==> src/rtl/spi_ram_arbiter.sv <==
// spi_ram_arbiter: shares one SPI RAM controller between two bus masters.
// Each master's strobe is captured into a pending slot. Pending slots are
// granted round-robin and issued one at a time through the slave's
// strobe/busy handshake. A watchdog aborts a transaction the slave never
// finishes, returns ERR_DATA for an aborted read and latches a sticky err.
module spi_ram_arbiter #(
  parameter int          ADDR_W   = 20,
  parameter int          TIMEOUT  = 4096,
  parameter logic [31:0] ERR_DATA = 32'hDEADBEEF
) (
  input  logic              clk,
  input  logic              rst,
  input  logic [ADDR_W-1:0] m0_word_address,
  input  logic [31:0]       m0_wdata,
  input  logic              m0_rd,
  input  logic              m0_wr,
  output logic [31:0]       m0_rdata,
  output logic              m0_rbusy,
  output logic              m0_wbusy,
  input  logic [ADDR_W-1:0] m1_word_address,
  input  logic [31:0]       m1_wdata,
  input  logic              m1_rd,
  input  logic              m1_wr,
  output logic [31:0]       m1_rdata,
  output logic              m1_rbusy,
  output logic              m1_wbusy,
  output logic [ADDR_W-1:0] s_word_address,
  output logic [31:0]       s_wdata,
  output logic              s_rd,
  output logic              s_wr,
  input  logic [31:0]       s_rdata,
  input  logic              s_rbusy,
  input  logic              s_wbusy,
  output logic              err
);

  localparam int CNT_W = $clog2(TIMEOUT) + 1;

  typedef enum logic [1:0] {
    IDLE  = 2'd0,
    ISSUE = 2'd1,
    WAIT  = 2'd2
  } state_e;

  state_e                     state_q, state_d;
  logic [1:0]                 v_q, v_d;          // slot valid
  logic [1:0]                 op_q, op_d;        // slot op, 1 = write
  logic [1:0][ADDR_W-1:0]     addr_q, addr_d;
  logic [1:0][31:0]           wdata_q, wdata_d;
  logic                       own_q, own_d;      // master owning the slave
  logic                       last_q, last_d;    // last granted master
  logic [CNT_W-1:0]           cnt_q, cnt_d;
  logic [ADDR_W-1:0]          s_addr_q, s_addr_d;
  logic [31:0]                s_wdata_q, s_wdata_d;
  logic                       s_rd_q, s_rd_d;
  logic                       s_wr_q, s_wr_d;
  logic [1:0][31:0]           rdata_q, rdata_d;
  logic                       err_q, err_d;
  logic [1:0]                 rbusy_q, rbusy_d;
  logic [1:0]                 wbusy_q, wbusy_d;

  logic [1:0]                 strb_s;
  logic [1:0]                 wr_s;
  logic [1:0][ADDR_W-1:0]     in_addr_s;
  logic [1:0][31:0]           in_wdata_s;
  logic [1:0]                 clr_s;
  logic                       gsel_s;
  logic                       busy_s;

  assign strb_s     = {m1_rd | m1_wr, m0_rd | m0_wr};
  assign wr_s       = {m1_wr, m0_wr};   // rd and wr together counts as a write
  assign in_addr_s  = {m1_word_address, m0_word_address};
  assign in_wdata_s = {m1_wdata, m0_wdata};
  assign busy_s     = s_rbusy | s_wbusy;

  // Next-state logic: arbitration, issue/wait sequencing, watchdog and slot capture.
  always_comb begin
    state_d   = state_q;
    v_d       = v_q;
    op_d      = op_q;
    addr_d    = addr_q;
    wdata_d   = wdata_q;
    own_d     = own_q;
    last_d    = last_q;
    cnt_d     = cnt_q;
    s_addr_d  = s_addr_q;
    s_wdata_d = s_wdata_q;
    s_rd_d    = 1'b0;
    s_wr_d    = 1'b0;
    rdata_d   = rdata_q;
    err_d     = err_q;
    clr_s     = 2'b00;
    gsel_s    = 1'b0;

    case (state_q)
      IDLE: begin
        if (v_q != 2'b00) begin
          if (v_q == 2'b11) begin
            gsel_s = ~last_q;
          end else begin
            gsel_s = v_q[1];
          end
          own_d     = gsel_s;
          last_d    = gsel_s;
          s_addr_d  = addr_q[gsel_s];
          s_wdata_d = wdata_q[gsel_s];
          s_rd_d    = ~op_q[gsel_s];
          s_wr_d    = op_q[gsel_s];
          state_d   = ISSUE;
        end else begin
          state_d = IDLE;
        end
      end
      ISSUE: begin
        cnt_d   = {CNT_W{1'b0}};
        state_d = WAIT;
      end
      WAIT: begin
        // The first WAIT cycle never completes: the slave may not have raised busy yet.
        if ((cnt_q != {CNT_W{1'b0}}) && !busy_s) begin
          if (!op_q[own_q]) begin
            rdata_d[own_q] = s_rdata;
          end else begin
            rdata_d[own_q] = rdata_q[own_q];
          end
          clr_s[own_q] = 1'b1;
          state_d      = IDLE;
        end else if (cnt_q == CNT_W'(TIMEOUT - 1)) begin
          if (!op_q[own_q]) begin
            rdata_d[own_q] = ERR_DATA;
          end else begin
            rdata_d[own_q] = rdata_q[own_q];
          end
          clr_s[own_q] = 1'b1;
          err_d        = 1'b1;
          state_d      = IDLE;
        end else begin
          cnt_d = cnt_q + CNT_W'(1);
        end
      end
      default: begin
        state_d = IDLE;
      end
    endcase

    // A strobe is accepted when the slot is empty or being freed at this edge.
    for (int i = 0; i < 2; i++) begin
      if (strb_s[i] && (!v_q[i] || clr_s[i])) begin
        v_d[i]     = 1'b1;
        op_d[i]    = wr_s[i];
        addr_d[i]  = in_addr_s[i];
        wdata_d[i] = in_wdata_s[i];
      end else if (clr_s[i]) begin
        v_d[i] = 1'b0;
      end else begin
        v_d[i] = v_q[i];
      end
    end

    rbusy_d = v_d & ~op_d;
    wbusy_d = v_d & op_d;
  end

  // State and output registers with synchronous reset.
  always_ff @(posedge clk) begin
    if (rst) begin
      state_q   <= IDLE;
      v_q       <= 2'b00;
      op_q      <= 2'b00;
      addr_q    <= '0;
      wdata_q   <= '0;
      own_q     <= 1'b0;
      last_q    <= 1'b1;
      cnt_q     <= {CNT_W{1'b0}};
      s_addr_q  <= {ADDR_W{1'b0}};
      s_wdata_q <= 32'h0;
      s_rd_q    <= 1'b0;
      s_wr_q    <= 1'b0;
      rdata_q   <= '0;
      err_q     <= 1'b0;
      rbusy_q   <= 2'b00;
      wbusy_q   <= 2'b00;
    end else begin
      state_q   <= state_d;
      v_q       <= v_d;
      op_q      <= op_d;
      addr_q    <= addr_d;
      wdata_q   <= wdata_d;
      own_q     <= own_d;
      last_q    <= last_d;
      cnt_q     <= cnt_d;
      s_addr_q  <= s_addr_d;
      s_wdata_q <= s_wdata_d;
      s_rd_q    <= s_rd_d;
      s_wr_q    <= s_wr_d;
      rdata_q   <= rdata_d;
      err_q     <= err_d;
      rbusy_q   <= rbusy_d;
      wbusy_q   <= wbusy_d;
    end
  end

  assign s_word_address = s_addr_q;
  assign s_wdata        = s_wdata_q;
  assign s_rd           = s_rd_q;
  assign s_wr           = s_wr_q;
  assign m0_rdata       = rdata_q[0];
  assign m1_rdata       = rdata_q[1];
  assign m0_rbusy       = rbusy_q[0];
  assign m1_rbusy       = rbusy_q[1];
  assign m0_wbusy       = wbusy_q[0];
  assign m1_wbusy       = wbusy_q[1];
  assign err            = err_q;

endmodule

==> config.mk <==
export PLATFORM = sky130hd
export DESIGN_NAME = spi_ram_arbiter
export DESIGN_NICKNAME = d
export VERILOG_FILES = /design/src/rtl/spi_ram_arbiter.sv
export SDC_FILE = /design/constraint.sdc
export NUM_CORES = 1
export LEC_CHECK = 0
export ABC_AREA = 1
export BUFFER_PORTS_ARGS = -buffer_cell sky130_fd_sc_hd__buf_2
export CORE_ASPECT_RATIO = 0.6
export CORE_UTILIZATION = 50
export DETAILED_ROUTE_END_ITERATION = 8
export GPL_ROUTABILITY_DRIVEN = 0
export GPL_TIMING_DRIVEN = 0
export MAX_ROUTING_LAYER = met4
export PLACE_DENSITY_LB_ADDON = 0.05
export SLEW_MARGIN = 20
export SYNTH_ARGS = -nofsm -noshare
export SYNTH_HDL_FRONTEND = slang
export SYNTH_SLANG_ARGS = --single-unit
==> constraint.sdc <==
create_clock -name clk -period 2.3 [get_ports clk]
set_input_delay 0.115 -clock clk [delete_from_list [all_inputs] [get_ports clk]]
set_output_delay 0.115 -clock clk [all_outputs]
set_load 0.05 [all_outputs]
==> results of run 1 <==
-- cells in the final DEF, fill, tap and decap left out, types with 8 or more instances in the layout --
| cell type | instances |
|---|---|
| nand2_1 | 369 |
| clkbuf_16 | 25 |
| dlygate4sd3_1 | 111 |
| a31oi_1 | 52 |
| dfxtp_1 | 247 |
| a21oi_1 | 184 |
| nor2_1 | 26 |
| inv_1 | 33 |
| clkbuf_8 | 8 |
| buf_2 | 270 |
| clkbuf_1 | 67 |
| nand3_1 | 161 |
| buf_6 | 30 |
| or2_2 | 24 |
| o21ai_0 | 86 |
-- state kept, by name, summed over array words and instances, names as in the netlist --
signal          flops
m0_rdata           32
err                 1
own_q               1
cnt_q              13
wbusy_q             2
state_q             2
wdata_q            64
rbusy_q             2
v_q                 2
s_wr                1
s_word_address     20
s_rd                1
addr_q             40
m1_rdata           32
s_wdata            32
op_q                2
last_q              1
-- tightest hold or removal path: stages --
cell,delay (ps)
buf_2,70
or2_2,100
nand3_1,70
a21oi_1,130
-- metrics by stage --
| step | setup WS [ps] | area, um^2 |
|---|---|---|
| after floorplan | 486 | 10300 |
| after global placement | 56.7 | 12000 |
| after detailed placement | 43.3 | 12000 |
| after CTS | 10.1 | 13800 |
| after global routing | 4.30 | 13800 |
| final | 136 | 13800 |
-- timing repair --
action / in CTS / in global routing
hold buffers: 111 / 0
endpoints found under the hold margin: 115 / 0
endpoints found under the setup margin: 0 / 127
resized for setup: 0 / 3
-- worst max-delay path by stage --
stage | depth (start not counted) | end | slack, ps | startpoint
2_1_floorplan | 11 | m0_rdata[10]$_SDFFE_PP0P_ | 490 | cnt_q[0]$_SDFFE_PP0P_
3_3_place_gp | 11 | addr_q[8]$_SDFFE_PP0P_ | 60 | cnt_q[0]$_SDFFE_PP0P_
3_5_place_dp | 11 | addr_q[2]$_SDFFE_PP0P_ | 40 | cnt_q[0]$_SDFFE_PP0P_
4_1_cts | 11 | wdata_q[19]$_SDFFE_PP0P_ | 10 | cnt_q[0]$_SDFFE_PP0P_
5_1_grt | 11 | wdata_q[12]$_SDFFE_PP0P_ | 4 | cnt_q[0]$_SDFFE_PP0P_
6_report | 11 | wdata_q[12]$_SDFFE_PP0P_ | 140 | cnt_q[1]$_SDFFE_PP0P_
-- report_power, final --
| part | internal, W | switching, W |
|---|---|---|
| Sequential | 0.00456 | 0.000152 |
| Clock | 0.00223 | 0.00165 |
| Combinational | 0.000616 | 0.00135 |
-- cell type report --
cell class                 instances  area, um^2
clock inverter                     3        21.3
tap                              273         342
fill                            1750        6220
inverter                          37         139
clock buffer                      36         747
multi-input combinational        953        4580
sequential                       248        4970
buffer                           101         618
timing repair buffer             376        2440
-- layer usage --
metal	vias up	share of wire [%]
li1	5320	-
met1	5258	47
met2	539	41
met3	50	9.7
met4	0	1.7
met5	-	0
-- cell families after synthesis --
group | after synthesis
AOI/OAI and AO/OA | 331
xor gates and xnor gates | 2
adders and majority gates | 2
buffers and inverters | 138
DFF | 248
and+or+nand+nor | 618
==> impl_metrics.env, run 1 <==
export IMPL_rsz0062_at_grt="no"
export IMPL_hpwl_mm=24.2
export IMPL_synth_top_family_by_area="simple AND/OR/NAND/NOR gates"
export IMPL_endpoint_kind="flip-flop"
export IMPL_fin_hold_ws_ps=14.5
export IMPL_antenna_cells=0
export IMPL_grt_pass1_vias=10300
export IMPL_synthMuxAreaShare_pct=0
export IMPL_die_h_um=113
export IMPL_crit_chain="ha_2 > nand3_2 > nor3_4 > nand2_2 > nand2_4 > nand3_2 > nand2_8 > nand2_4 > buf_6 > nand2_1 > a21oi_1"
export IMPL_rrSetupSlack_ps=140
export IMPL_routed_via_count=11200
export IMPL_synth_simple_area_share_pct=27.0
export IMPL_initial_core_util_pct=51.3
export IMPL_finalPower_w=0.0106
export IMPL_antenna_found_initial=0
export IMPL_tns_ps=0
export IMPL_clockRootBuffer="clkbuf_16"
export IMPL_groute_usage_overall_pct=33.0
export IMPL_numClockSinks=248
export IMPL_reg2reg_depth=11
export IMPL_drive_gt1_share_pct=22.3
export IMPL_worstMarginPinSlew_ps=759
export IMPL_grt_max_degree=15
export IMPL_crit_path_top_delay_cell="dfxtp_1"
export IMPL_fin_nets=1887
export IMPL_netlist_top_cells_area="dfxtp_1, nand2_1, a21oi_1"
export IMPL_max_cap_violations=0
export IMPL_critPathMaxStageDelay_ps=380
export IMPL_die_w_um=187
export IMPL_fin_crit_sh_pct=94.1
export IMPL_synth_top_cells_by_count="nand2_1, dfxtp_1, a21oi_1"
export IMPL_outcome="finished clean"
export IMPL_setup_viol=0
export IMPL_coreArea_mm2=0.0201
export IMPL_drt_wl_total_mm=34.7
export IMPL_fin_util_pct=69.0
export IMPL_netlist_instances=1339
export IMPL_io_pins=267
export IMPL_grt_most_used_layer="met2"
export IMPL_hold_viol=0
export IMPL_min_period_ps=2160
export IMPL_port_buffers=265
export IMPL_ys_ff_latch=248
export IMPL_use_met3_pct=6.73
export IMPL_cts_buffers=24
export IMPL_crit_fanout=10
export IMPL_synth_distinct_cells=33
export IMPL_yosysTopAreaCellShare_pct=48.2
export IMPL_ant_nets=0
export IMPL_grt_first_pass_wirelength_mm=54.5
export IMPL_fin_cells=2027
export IMPL_reg2reg_to="wdata_q[12]$_SDFFE_PP0P_"
export IMPL_drt_pass1_iterations=6
export IMPL_power_density_mw_per_mm2=763
export IMPL_relSlewSlack_pct=49.4
export IMPL_worstHoldEndpoint="m1_rdata[31]$_SDFFE_PP0P_"
export IMPL_use_met1_pct=47.3
export IMPL_yosys_cell_count_top_type="nand2_1"
export IMPL_min_from="s_rdata[31]"
export IMPL_via_per_inst=5.51
export IMPL_rows=40
export IMPL_clock_latency_ps=520
export IMPL_async_flop_share_pct=0
export IMPL_irDropWorstVdd_v=0.000526
export IMPL_placedCellCount=1877
export IMPL_hold_path_cell_count=4
export IMPL_synth_compound_area_share_pct=17.0
export IMPL_r2r_start="cnt_q[1]$_SDFFE_PP0P_"
export IMPL_synth_edf_count=0
export IMPL_max_freq_ghz=0.462
export IMPL_synthesis_area_mm2=0.0103
export IMPL_start_kind="flip-flop"
export IMPL_yosys_warnings=0
export IMPL_cts_path_max_buffers=3
export IMPL_worstPathArrival_ps=2530
export IMPL_ctsHtreeMaxLevel=1
export IMPL_syn_to_final_growth_pct=34.6
export IMPL_synthAdderAreaFrac_pct=0.243
export IMPL_syn_avg_cell_area_um2=7.68
export IMPL_drt_wirelength_per_cell_um=17.1
export IMPL_hold_path_class="primary input to flip-flop"
export IMPL_post_route_drc_count=0
export IMPL_die_area_mm2=0.0212
export IMPL_critPathBufInv=1
export IMPL_fin_skew_ps=20.3
export IMPL_cp_required_ps=2670
export IMPL_synthFlopType="dfxtp_1"
export IMPL_ys_seq_area_share_pct=48.2
export IMPL_cts_tree="done"
export IMPL_crit_type="flip-flop to flip-flop"
export IMPL_synth_xor_area_share_pct=0.170
export IMPL_power_static_leakage_nw=5.71
export IMPL_clkTransAtPathRegs_ps=60
export IMPL_drt_initial_drc_count=849
export IMPL_path_delay_family="simple AND/OR/NAND/NOR gates"
export IMPL_cts_setup_buffers=0
export IMPL_synth_fp_nets=1485
export IMPL_grt_use_met2_pct=47.6
export IMPL_drv_slew=0
export IMPL_overflow=0
export IMPL_synth_top_area_cell="dfxtp_1"
Note: power is estimated with default switching activity, not from simulation.
==> inputs of run 2 (changes only) <==
ABC_AREA = default   (was 1)
GPL_ROUTABILITY_DRIVEN = default   (was 0)
==> impl_metrics.env, run 2 <==
export IMPL_ys_seq_area_share_pct=48.4
export IMPL_via_per_inst=5.39
export IMPL_routed_via_count=9961
export IMPL_die_h_um=113
export IMPL_use_met3_pct=5.27
export IMPL_netlist_top_cells_area="dfxtp_1, mux2i_1, nand2_1"
export IMPL_cts_tree="done"
export IMPL_clock_latency_ps=520
export IMPL_placedCellCount=1648
export IMPL_clkTransAtPathRegs_ps=70
export IMPL_die_w_um=187
export IMPL_max_cap_violations=0
export IMPL_power_density_mw_per_mm2=768
export IMPL_numClockSinks=248
export IMPL_antenna_cells=0
export IMPL_regMostFlops="wdata_q"
export IMPL_relSlewSlack_pct=48.7
export IMPL_drt_wl_total_mm=33.9
export IMPL_antenna_found_initial=0
export IMPL_outcome="finished clean"
export IMPL_p_seq_share_pct=41.8
export IMPL_drt_initial_drc_count=781
export IMPL_yosys_cell_count_top_type="dfxtp_1"
export IMPL_final_cell_mix="buf_2, dfxtp_1, nand2_1, mux2i_1, dlygate4sd3_1"
export IMPL_drt_pass1_iterations=5
export IMPL_synth_fp_nets=1256
export IMPL_grt_pass1_vias=9538
export IMPL_rsz0062_at_grt="yes"
export IMPL_grt_first_pass_wirelength_mm=51.3
export IMPL_fin_skew_ps=8.08
export IMPL_fill_cells=1516
export IMPL_max_freq_ghz=0.435
export IMPL_irDropWorstVdd_v=0.000611
export IMPL_synth_top_cells_by_count="dfxtp_1, nand2_1, mux2i_1"
export IMPL_clkPwrFrac_pct=39.4
export IMPL_power_frac_comb_pct=18.8
export IMPL_largest_reg_flops=64
export IMPL_ant_nets=0
export IMPL_grt_use_met2_pct=45.4
export IMPL_yosysTopAreaCellShare_pct=48.4
export IMPL_crit_path_start="cnt_q[5]$_SDFFE_PP0P_"
export IMPL_synth_top_area_cell="dfxtp_1"
export IMPL_drt_wirelength_per_cell_um=18.3
export IMPL_crit_type="flip-flop to flip-flop"
export IMPL_drive_gt1_share_pct=25.1
export IMPL_hold_viol=0
export IMPL_grt_max_degree=16
export IMPL_worstPathArrival_ps=2730
export IMPL_async_flop_share_pct=0
export IMPL_place_ws_ps=-457
export IMPL_synth_distinct_cells=50
export IMPL_endpoint_kind="flip-flop"
export IMPL_synth_edf_count=0
export IMPL_internal_power_w=0.00807
export IMPL_port_buffers=265
export IMPL_hpwl_mm=22.5
export IMPL_yosys_warnings=0
export IMPL_gp_congestion=0.896
export IMPL_hold_path_cell_count=3
export IMPL_ys_ff_latch=248
export IMPL_r2r_start="cnt_q[5]$_SDFFE_PP0P_"
export IMPL_initial_core_util_pct=51.1
export IMPL_fin_cells=1849
export IMPL_switching_power_w=0.00321
export IMPL_crit_fanout=8
export IMPL_fin_ws_ps=2.45
export IMPL_syn_avg_cell_area_um2=9.23
export IMPL_grt_most_used_layer="met1"
export IMPL_top_regs="wdata_q: 64 flops, addr_q: 40 flops"
export IMPL_netlist_instances=1110
export IMPL_fin_nets=1705
export IMPL_synthesis_area_mm2=0.0102
export IMPL_syn_to_final_growth_pct=43.3
export IMPL_ctsHtreeMaxLevel=1
export IMPL_min_from="s_rdata[10]"
export IMPL_synthFlopType="dfxtp_1"
export IMPL_coreArea_mm2=0.0201
export IMPL_setup_viol=0
export IMPL_cts_buffers=24
export IMPL_start_kind="flip-flop"
export IMPL_final_common_cell="buf_2"
export IMPL_dpl_cell_area_mm2=0.0119
export IMPL_cp_required_ps=2740
export IMPL_min_period_ps=2300
export IMPL_power_static_leakage_nw=6.13
export IMPL_io_pins=267
export IMPL_die_area_mm2=0.0211
export IMPL_drv_slew=0
export IMPL_fin_crit_sh_pct=99.9
export IMPL_reg2reg_depth=8
export IMPL_cts_path_max_buffers=3
export IMPL_overflow=0
export IMPL_hold_path_class="primary input to flip-flop"
export IMPL_worstMarginPinSlew_ps=763
export IMPL_use_met1_pct=46.5
export IMPL_groute_usage_overall_pct=31.6
export IMPL_final_cell_area_mm2=0.0147
export IMPL_post_route_drc_count=0
export IMPL_switching_share_pct=28.5
export IMPL_clockRootBuffer="clkbuf_16"
export IMPL_rows=40
-- run 2: cell count changes in the layout (fill, tap and decap cells not counted), moves of 35 or more --
cell      delta
a21oi_1    -168
mux2i_1    +161
nand3_1    -157
nand2_1    -145
a211oi_1   +100
o21ai_0     -84
a31oi_1     -49
nor2_1      +35
-- run 2: routing by layer --
metal	vias to the layer above	routed length, um
met3	53	2620
li1	4770	-
met4	0	608
met2	443	14100
met5	-	0
met1	4695	16600
-- run 2: through the flow --
step | util [%] | total power [W] | setup TNS [ps] | hold slack, ps
after floorplan | - | 0.00604 | 0 | 241
after global placement | 59.4 | 0.00659 | -23130 | 341
after detailed placement | 59.4 | 0.00662 | -28140 | 346
after CTS | 71.5 | 0.0112 | -75.8 | 11.5
after global routing | 73.2 | 0.0117 | -587 | 25.4
final | 73.2 | 0.0113 | 0 | 14.0
-- run 2: area by class of cell --
type,instances,area (um^2),area share [%]
Timing Repair Buffer,423,2990,20.3
Multi-Input combinational cell,712,4730,32.2
Inverter,56,210,1.43
Clock inverter,9,170,1.16
Sequential cell,248,5000,34.1
Buffer,94,534,3.64
Tap cell,273,342,2.32
Clock buffer,34,719,4.90
-- run 2: critical path, cell delays in order, from the launching register on --
cell	delay, ps
dfxtp_4	390
nand4_4	110
or4_4	590
buf_8	160
a311oi_2	260
buf_6	200
buf_12	140
buf_12	130
mux2i_1	220
-- run 2: worst paths after layout --
check | end | slack, ps
worst min register to register | m1_rdata[23]$_SDFFE_PP0P_ | 450
worst max-delay path | wdata_q[63]$_SDFFE_PP0P_ | 2
worst max register to register | wdata_q[63]$_SDFFE_PP0P_ | 2
worst min-delay path | m0_rdata[10]$_SDFFE_PP0P_ | 10
-- run 2: power groups by stage --
| stage | clock network, W | registers (W) | logic [W] |
|---|---|---|---|
| 3_5_place_dp | 0 | 0.00481 | 0.00181 |
| 2_1_floorplan | 0 | 0.00525 | 0.000797 |
| 6_report | 0.00444 | 0.00472 | 0.00212 |
| 4_1_cts | 0.00446 | 0.00472 | 0.00203 |
| 5_1_grt | 0.00467 | 0.00474 | 0.00225 |
| 3_3_place_gp | 0 | 0.00481 | 0.00178 |
-- run 2: logic make-up after synthesis --
kind of cell | share of synthesized area (%)
AOI/OAI and AO/OA | 12.0
and+or+nand+nor | 16.4
buffers and inverters | 6.79
DFF | 48.4
muxes | 16.0
adders and majority gates | 0.244
-- run 2: timing repair --
item | CTS | global route
buffers inserted | 5 | 9
pin swaps | 2 | 2
gates resized for setup | 23 | 49
endpoints found under the setup margin | 172 | 200
hold buffers | 139 | 0
gates cloned | 1 | 4
endpoints found under the hold margin | 168 | 0
==> inputs of run 3 (changes only) <==
CTS_BUF_LIST = sky130_fd_sc_hd__clkbuf_4   (was default)
SKIP_LAST_GASP = 1   (was default)
==> impl_metrics.env, run 3 (synthesized netlist as in run 2, its figures left out) <==
export IMPL_outcome="finished clean"
export IMPL_overflow=0
export IMPL_final_cell_mix="buf_2, dfxtp_1, nand2_1, mux2i_1, dlygate4sd3_1"
export IMPL_via_per_inst=5.33
export IMPL_largest_reg_flops=64
export IMPL_drt_wl_total_mm=33.9
export IMPL_setup_viol=0
export IMPL_multiInputGateArea_mm2=0.00472
export IMPL_numClockSinks=248
export IMPL_start_kind="flip-flop"
export IMPL_fin_ws_ps=16.0
export IMPL_hold_viol=0
export IMPL_final_seq_area_mm2=0.00500
export IMPL_cp_required_ps=2910
export IMPL_worstPathArrival_ps=2900
export IMPL_initial_core_util_pct=51.1
export IMPL_finalPower_w=0.0103
export IMPL_clockRootBuffer="clkbuf_4"
export IMPL_relSlewSlack_pct=49.9
export IMPL_cts_tree="done"
export IMPL_grt_pass1_vias=9751
export IMPL_grt_first_pass_wirelength_mm=51.2
export IMPL_max_freq_ghz=0.438
export IMPL_ant_nets=0
export IMPL_rows=40
export IMPL_max_cap_violations=0
export IMPL_ctsHtreeMaxLevel=2
export IMPL_power_density_mw_per_mm2=715
export IMPL_post_route_drc_count=0
export IMPL_rrSetupSlack_ps=20
export IMPL_power_static_leakage_nw=6.10
export IMPL_cts_path_max_buffers=3
export IMPL_regMostFlops="wdata_q"
export IMPL_drive_gt1_share_pct=26.9
export IMPL_coreArea_mm2=0.0201
export IMPL_gp_congestion=0.896
export IMPL_placedCellCount=1648
export IMPL_worstMarginPinSlew_ps=746
export IMPL_fin_util_pct=72.1
export IMPL_crit_type="flip-flop to flip-flop"
export IMPL_routed_via_count=10200
export IMPL_antenna_found_initial=1
export IMPL_drv_slew=0
export IMPL_drt_wirelength_per_cell_um=17.7
export IMPL_fin_cells=1910
export IMPL_irDropWorstVdd_v=0.000462
export IMPL_clkTransAtPathRegs_ps=70
export IMPL_top_regs="wdata_q: 64 flops, addr_q: 40 flops"
export IMPL_fill_cells=1547
export IMPL_clock_latency_ps=700
export IMPL_crit_fanout=7
export IMPL_min_period_ps=2280
export IMPL_die_area_mm2=0.0211
export IMPL_tns_ps=0
export IMPL_drt_initial_drc_count=781
export IMPL_die_w_um=187
export IMPL_hpwl_mm=22.5
export IMPL_syn_to_final_growth_pct=41.2
export IMPL_hold_path_class="primary input to flip-flop"
export IMPL_cts_buffers=57
export IMPL_place_ws_ps=-457
export IMPL_endpoint_kind="flip-flop"
export IMPL_fin_nets=1735
export IMPL_final_common_cell="buf_2"
export IMPL_rsz0062_at_grt="yes"
export IMPL_groute_usage_overall_pct=31.6
export IMPL_drt_pass1_iterations=5
export IMPL_io_pins=267
export IMPL_die_h_um=113
export IMPL_fin_skew_ps=44.4
export IMPL_grt_max_degree=16
export IMPL_fin_crit_sh_pct=99.3
export IMPL_port_buffers=265
## run 3: changes by cell type in the layout (fill, tap and decap cells not counted), moves of 4 or more
cell       delta
bufinv_16     -5
clkbuf_16    -24
clkbuf_8      -6
clkinv_1     +16
clkbuf_1      -5
clkbuf_4     +86
buf_6         -4
## run 3: through the flow
stage,hold slack [ps],cell area [um^2]
after floorplan,241,10200
after global placement,341,11900
after detailed placement,346,11900
after CTS,31.6,14100
after global routing,46.1,14500
final,67.2,14500
## run 3: layout make-up
cell class	instances	area share (%)
flip-flops and latches	248	34.5
clock inverters	19	0.536
repair buffers	420	20.3
inverters	56	1.45
diodes	1	0.0173
plain buffers	94	3.67
clock buffers	87	4.51
well taps	273	2.36
multi-input cells	712	32.6
## run 3: what timing repair did
item / 4_1_cts / 5_1_grt
cloned: 0 / 6
endpoints found under the hold margin: 176 / 0
hold buffers: 141 / 0
pin swaps: 0 / 5
resized for setup: 19 / 50
buffers inserted: 1 / 7
setup endpoints to repair: 168 / 202
## run 3: path summary, 6_finish.rpt
| kind | start | endpoint | depth (start not counted) |
|---|---|---|---|
| setup / recovery | cnt_q[5]$_SDFFE_PP0P_ | wdata_q[60]$_SDFFE_PP0P_ | 7 |
| hold reg to reg | m0_rdata[16]$_SDFFE_PP0P_ | m0_rdata[16]$_SDFFE_PP0P_ | 2 |
| setup reg to reg | cnt_q[5]$_SDFFE_PP0P_ | wdata_q[60]$_SDFFE_PP0P_ | 7 |
| hold / removal | rst | rbusy_q[1]$_SDFF_PP0_ | 3 |
## run 3: where the power goes
part / switching [W] / internal [W]
Sequential: 0.000163 / 0.00455
Clock: 0.00179 / 0.00173
Combinational: 0.00133 / 0.000777
## run 3: metal layers
layer,share of wire [%],vias up,global-route usage [%]
met5,0,-,-
met4,1.9,0,8.36
met3,8.4,62,5.71
met2,41,472,44.5
met1,49,4763,46.2
li1,-,4886,-
## run 3: worst max-delay path, stage by stage, from the launching register on
cell      delay, ps
dfxtp_4         400
nand4_4         130
or4_4           590
buf_8           160
a311oi_4        290
buf_6           260
buf_12          170
mux2i_4         220
